<file path="src/rtl/sd_arbiter.sv">
// Round-robin owner of the shared SD block interface for floppy and SCSI image requesters.
// Latches request pulses, issues one transfer at a time and routes status only to the owner.
module sd_arbiter #(
    parameter int NDEV     = 4,
    parameter int TIMEOUT  = 1024,
    parameter int LED_HOLD = 65535
) (
    input  logic                    clk,
    input  logic                    _reset,
    input  logic [NDEV-1:0]         req_rd,
    input  logic [NDEV-1:0]         req_wr,
    input  logic [32*NDEV-1:0]      req_lba,
    input  logic [8*NDEV-1:0]       req_dout,
    input  logic [NDEV-1:0]         wprot,
    output logic [NDEV-1:0]         req_ack,
    output logic [NDEV-1:0]         req_data_en,
    output logic [$clog2(NDEV)-1:0] owner,
    output logic [31:0]             sdc_lba,
    output logic [NDEV-1:0]         sdc_rd,
    output logic [NDEV-1:0]         sdc_wr,
    input  logic                    sdc_busy,
    input  logic                    sdc_done,
    input  logic                    sdc_data_en,
    output logic [7:0]              sdc_data_out,
    output logic [NDEV-1:0]         led,
    output logic [7:0]              abort_cnt
);
    localparam int OW = $clog2(NDEV);
    localparam int TW = $clog2(TIMEOUT + 1);
    localparam int LW = $clog2(LED_HOLD + 1);
    localparam logic [NDEV-1:0] ONE = NDEV'(1);

    typedef enum logic [2:0] {S_IDLE, S_LATCH, S_ISSUE, S_XFER, S_DONE} state_t;

    state_t          r_state;
    logic [OW-1:0]   r_owner;
    logic [31:0]     r_lba;
    logic [NDEV-1:0] r_rd;
    logic [NDEV-1:0] r_wr;
    logic            r_tmo_ack;
    logic [TW-1:0]   r_tmo;
    logic [7:0]      r_abort;

    logic [NDEV-1:0] w_pending;
    logic [NDEV-1:0] w_kind;
    logic [31:0]     w_lba [NDEV];
    logic [7:0]      w_dout [NDEV];
    logic [NDEV-1:0] w_owner_oh;
    logic            w_prot;
    logic            w_found;
    logic [OW-1:0]   w_winner;
    int              w_best;

    // Distance from the current owner; the owner itself ranks last.
    function automatic int rr_dist(input int j, input int o);
        return (j > o) ? (j - o) : (j + NDEV - o);
    endfunction

    generate
        for (genvar gi = 0; gi < NDEV; gi++) begin : g_dev
            logic          r_pend;
            logic          r_kind;
            logic [LW-1:0] r_led_cnt;

            assign w_lba[gi]  = req_lba[32*gi +: 32];
            assign w_dout[gi] = req_dout[8*gi +: 8];

            always_ff @(posedge clk or negedge _reset) begin
                if (!_reset) begin
                    r_pend <= 1'b0;
                    r_kind <= 1'b0;
                end else if (r_state == S_LATCH && r_owner == OW'(gi)) begin
                    r_pend <= 1'b0;
                end else if (!r_pend && !(r_state != S_IDLE && r_owner == OW'(gi))
                             && (req_rd[gi] || req_wr[gi])) begin
                    r_pend <= 1'b1;
                    r_kind <= ~req_rd[gi];
                end
            end

            always_ff @(posedge clk or negedge _reset) begin
                if (!_reset) begin
                    r_led_cnt <= '0;
                end else if (r_state == S_LATCH && r_owner == OW'(gi)) begin
                    r_led_cnt <= LW'(LED_HOLD);
                end else if (r_led_cnt != '0) begin
                    r_led_cnt <= r_led_cnt - LW'(1);
                end
            end

            assign w_pending[gi] = r_pend;
            assign w_kind[gi]    = r_kind;
            assign led[gi]       = (r_led_cnt != '0);
        end
    endgenerate

    always_comb begin
        w_found  = 1'b0;
        w_winner = r_owner;
        w_best   = NDEV + 1;
        for (int j = 0; j < NDEV; j++) begin
            if (w_pending[j] && rr_dist(j, int'(r_owner)) < w_best) begin
                w_best   = rr_dist(j, int'(r_owner));
                w_winner = OW'(j);
                w_found  = 1'b1;
            end
        end
    end

    assign w_owner_oh = ONE << r_owner;
    assign w_prot     = w_kind[r_owner] & wprot[r_owner];

    // The LBA is captured at grant so it is already settled during LATCH, a cycle ahead of the strobe.
    always_ff @(posedge clk or negedge _reset) begin
        if (!_reset) begin
            r_state   <= S_IDLE;
            r_owner   <= '0;
            r_lba     <= '0;
            r_rd      <= '0;
            r_wr      <= '0;
            r_tmo_ack <= 1'b0;
            r_tmo     <= '0;
            r_abort   <= '0;
        end else begin
            r_tmo_ack <= 1'b0;
            case (r_state)
                S_IDLE: begin
                    if (w_found) begin
                        r_owner <= w_winner;
                        r_lba   <= w_lba[w_winner];
                        r_state <= S_LATCH;
                    end
                end
                S_LATCH: begin
                    if (w_prot) begin
                        r_state <= S_DONE;
                    end else begin
                        r_tmo   <= '0;
                        r_state <= S_ISSUE;
                        if (w_kind[r_owner]) r_wr <= w_owner_oh;
                        else                 r_rd <= w_owner_oh;
                    end
                end
                S_ISSUE: begin
                    if (sdc_busy) begin
                        r_rd    <= '0;
                        r_wr    <= '0;
                        r_state <= S_XFER;
                    end else if (r_tmo == TW'(TIMEOUT - 1)) begin
                        r_rd      <= '0;
                        r_wr      <= '0;
                        r_tmo_ack <= 1'b1;
                        if (r_abort != 8'hFF) r_abort <= r_abort + 8'd1;
                        r_state   <= S_DONE;
                    end else begin
                        r_tmo <= r_tmo + TW'(1);
                    end
                end
                S_XFER: begin
                    if (sdc_done || !sdc_busy) r_state <= S_DONE;
                end
                S_DONE:  r_state <= S_IDLE;
                default: r_state <= S_IDLE;
            endcase
        end
    end

    assign req_ack = w_owner_oh & {NDEV{(r_state == S_XFER && sdc_busy)
                                        || (r_state == S_LATCH && w_prot)
                                        || r_tmo_ack}};
    assign req_data_en  = w_owner_oh & {NDEV{sdc_data_en && r_state == S_XFER}};
    assign sdc_data_out = w_dout[r_owner];
    assign owner        = r_owner;
    assign sdc_lba      = r_lba;
    assign sdc_rd       = r_rd;
    assign sdc_wr       = r_wr;
    assign abort_cnt    = r_abort;

endmodule
</file>
<file path="config.mk">
export PLATFORM = sky130hd
export DESIGN_NAME = sd_arbiter
export DESIGN_NICKNAME = d
export VERILOG_FILES = /design/src/rtl/sd_arbiter.sv
export SDC_FILE = /design/constraint.sdc
export NUM_CORES = 1
export LEC_CHECK = 0
export CAP_MARGIN = 40
export CORE_UTILIZATION = 43
export DETAILED_ROUTE_END_ITERATION = 8
export PLACE_DENSITY = 0.88
export SYNTH_ARGS = -nofsm -noshare
export SYNTH_HDL_FRONTEND = slang
export SYNTH_SLANG_ARGS = --single-unit
</file>
<file path="constraint.sdc">
create_clock -name clk -period 5.65 [get_ports clk]
set_input_delay 1.13 -clock clk [delete_from_list [all_inputs] [get_ports clk]]
set_output_delay 1.13 -clock clk [all_outputs]
set_load 0.03 [all_outputs]
</file>
==> impl_metrics.py <==
metrics = {
    "run_status": {
        "status": "complete, no violations",
    },
    "cells_and_area": {
        "finish.net_count": 1352,
        "areaGrowthSynthToFinish_pct": 40.8,
        "design_area_um2": 11600,
        "register_area_um2": 3430,
        "multi_input_area_um2": 4530,
        "diodes": 0,
        "n_fill_cell": 1496,
        "drive_gt1_share_pct": 8.21,
    },
    "synthesis": {
        "syn_avg_cell_area_um2": 8.92,
        "syn-num-nets": 1115,
        "synth_top_area_share_pct": 41.8,
        "synth_flop_cell": "dfrtp_1",
        "ys_seq_elements": 137,
        "ys_seq_area_share_pct": 41.8,
        "synth_most_common_cell": "nand2_1",
        "synthTopCellsByArea": "dfrtp_1 (42%), nand2_1 (8.1%), a21oi_1 (3.5%), xnor2_1 (3.2%), o211ai_1 (3.0%)",
        "async_flop_share_pct": 100,
        "synth_top_cell_by_area": "dfrtp_1",
        "synth_edf_count": 0,
        "synth_cell_types": 57,
        "yosys-top-cells-count": "nand2_1 (178), dfrtp_1 (137), a21oi_1 (57)",
        "syn_inst": 920,
        "yosysWarnings": 0,
        "netlist_area_um2": 8210,
    },
    "setup_path": {
        "cp.required_ns": 5.96,
        "worstSetupEndpointType": "register",
        "path_cells": "inv_1, ha_1, nor2b_1, ha_1, nor2b_1, o21ai_4, mux2_2, ha_1, nor4b_1, o21a_1, a41o_1, buf_4, a21oi_1, ha_1, nand3b_1, nand3_1, or3_1, a31o_2, a221oi_1",
        "arrival_ns": 5.56,
        "crit_type": "register to register",
        "cp-start-kind": "register",
        "crit_top_cell": "ha_1",
        "max_stage_delay_ns": 0.51,
        "slowest_stage": "a31o_2",
        "cp_max_fo": 34,
    },
    "clock_tree": {
        "clk_latency_ns": 0.42,
        "cts_tree": "yes",
        "hold_buffers": 0,
        "root_buffer": "clkbuf_16",
        "numCtsBuffers": 17,
        "cts.repair.resized": 0,
        "clk_pin_slew_ns": 0.06,
        "post_cts_buffers": 0,
        "cts_buffer_depth": 2,
        "clock-sinks": 137,
        "cts_max_level": 4,
    },
    "timing": {
        "period_share_pct": 92.9,
        "timing.final.max_slew_violations": 0,
        "hold_violations": 0,
        "finClkSkew_ns": 0.00980,
        "finalSetupViolCount": 0,
        "setup_tns_ns": 0,
        "setup_ws_ns": 0.400,
        "rsz0062_at_grt": "false",
        "fmax_ghz": 0.190,
        "slew_headroom_pct": 40.6,
        "fin_crit_ns": 5.25,
        "tightest_slew_ns": 0.885,
    },
    "placed_design": {
        "hpwl_um": 17400,
        "dpl_worst_slack_ns": 0.282,
        "io_buffer_count": 246,
        "gp_congestion": 0.866,
        "dpl_cell_area_um2": 10900,
    },
    "global_routing": {
        "antenna_found_initial": 0,
        "grt_pass1_wl_um": 38400,
        "grt_overflow_total": 0,
        "grt_max_degree": 91,
        "grt_usage_pct": 24.5,
        "grt_pass1_vias": 7870,
    },
    "floorplanning": {
        "core_um2": 18700,
        "rows": 50,
        "die_y_um": 140,
        "initial_utilization_pct": 43.9,
        "die_w_um": 140,
        "io_pins": 247,
        "dieArea_um2": 19600,
    },
    "routing": {
        "ant_nets": 0,
        "initialDrtViolationCount": 563,
        "routed_via_density": 5.74,
        "drc": 0,
        "via_count": 8057,
        "wl_per_cell_um": 17.0,
        "drt_pass1_iterations": 5,
        "wirelength_um": 23900,
    },
    "min_path": {
        "hp-class": "register to register",
    },
    "run": {
        "max-cap-violations": 0,
    },
}
## cells in the final DEF, fill, tap and decap left out, types with 13 or more instances in the layout
cell type / netlist / layout
clkdlybuf4s50_1: 0 / 245
nand2_1: 178 / 178
dfrtp_1: 137 / 135
a21oi_1: 57 / 57
nor2_1: 50 / 50
nand3_1: 37 / 37
o211ai_1: 33 / 33
xnor2_1: 30 / 30
nand4_1: 29 / 29
nor3_1: 29 / 28
xor2_1: 28 / 28
inv_1: 24 / 24
o2111ai_1: 23 / 23
buf_4: 0 / 23
ha_1: 18 / 18
nor2b_1: 17 / 17
o21ai_0: 18 / 17
clkbuf_16: 0 / 17
nor4_1: 13 / 13
mux2i_1: 14 / 13
## sequential cells by signal, summed over array words and instances, names as in the netlist
name	flops
sdc_rd	4
sdc_lba	32
r_tmo_ack	1
r_state	3
g_dev.r_kind	4
abort_cnt	8
g_dev.r_led_cnt	64
sdc_wr	4
owner	2
r_tmo	11
g_dev.r_pend	4
## metal layers
| metal | track usage [%] | vias up | share of wire [%] |
|---|---|---|---|
| met1 | 29.4 | 3871 | 40 |
| met4 | 11.2 | 0 | 3.4 |
| met5 | 0 | - | 0 |
| met3 | 5.61 | 60 | 6.5 |
| li1 | - | 3815 | - |
| met2 | 41.8 | 311 | 50 |
## final cells by class
type,count,area share (%)
inverter,24,0.780
clock inverter,12,0.899
sequential,137,29.7
tap,234,2.53
multi-input combinational,706,39.2
clock buffer,20,3.95
timing repair buffer,271,22.9
## metrics by stage
stage | util [%] | hold slack [ns] | instances
6_report | 61.8 | 0.489 | 1404
5_1_grt | 61.8 | 0.520 | 1404
4_1_cts | 61.4 | 0.497 | 1396
3_5_place_dp | 58.4 | 0.485 | 1364
3_3_place_gp | 58.4 | 0.476 | 1362
2_1_floorplan | - | 0.478 | 920
## cell families after synthesis
kind of cell             share of synthesized area [%]
buffers and inverters                             3.64
multiplexers                                      5.96
AO/OA/AOI/OAI                                     14.4
XOR/XNOR                                          6.19
flip-flops                                        41.8
adder cells (fa/ha/maj)                           2.74
AND/OR/NAND/NOR                                   25.3
## path summary, 6_finish.rpt
path	start	endpoint	slack, ns	depth (start not counted)
max	owner[0]	sdc_lba[1]	0.40	19
min in group asynchronous	_reset	r_tmo[7]	0.78	1
min	sdc_lba[21]	sdc_lba[21]	0.49	2
min reg2reg	sdc_lba[21]	sdc_lba[21]	0.49	2
max in group asynchronous	_reset	sdc_lba[19]	3.76	2
max reg2reg	owner[0]	sdc_lba[1]	0.40	19
## worst max-delay path, delay by kind of cell (launching register included)
family	cells	cell delay, ns
AO/OA/AOI/OAI	6	1.56
adder cells (fa/ha/maj)	4	1.08
buffers and inverters	2	0.29
flip-flops	1	0.43
multiplexers	1	0.39
AND/OR/NAND/NOR	6	1.37
Power is not shown: default switching activity piles up to over one toggle a cycle in this logic, so the estimate is an artifact.
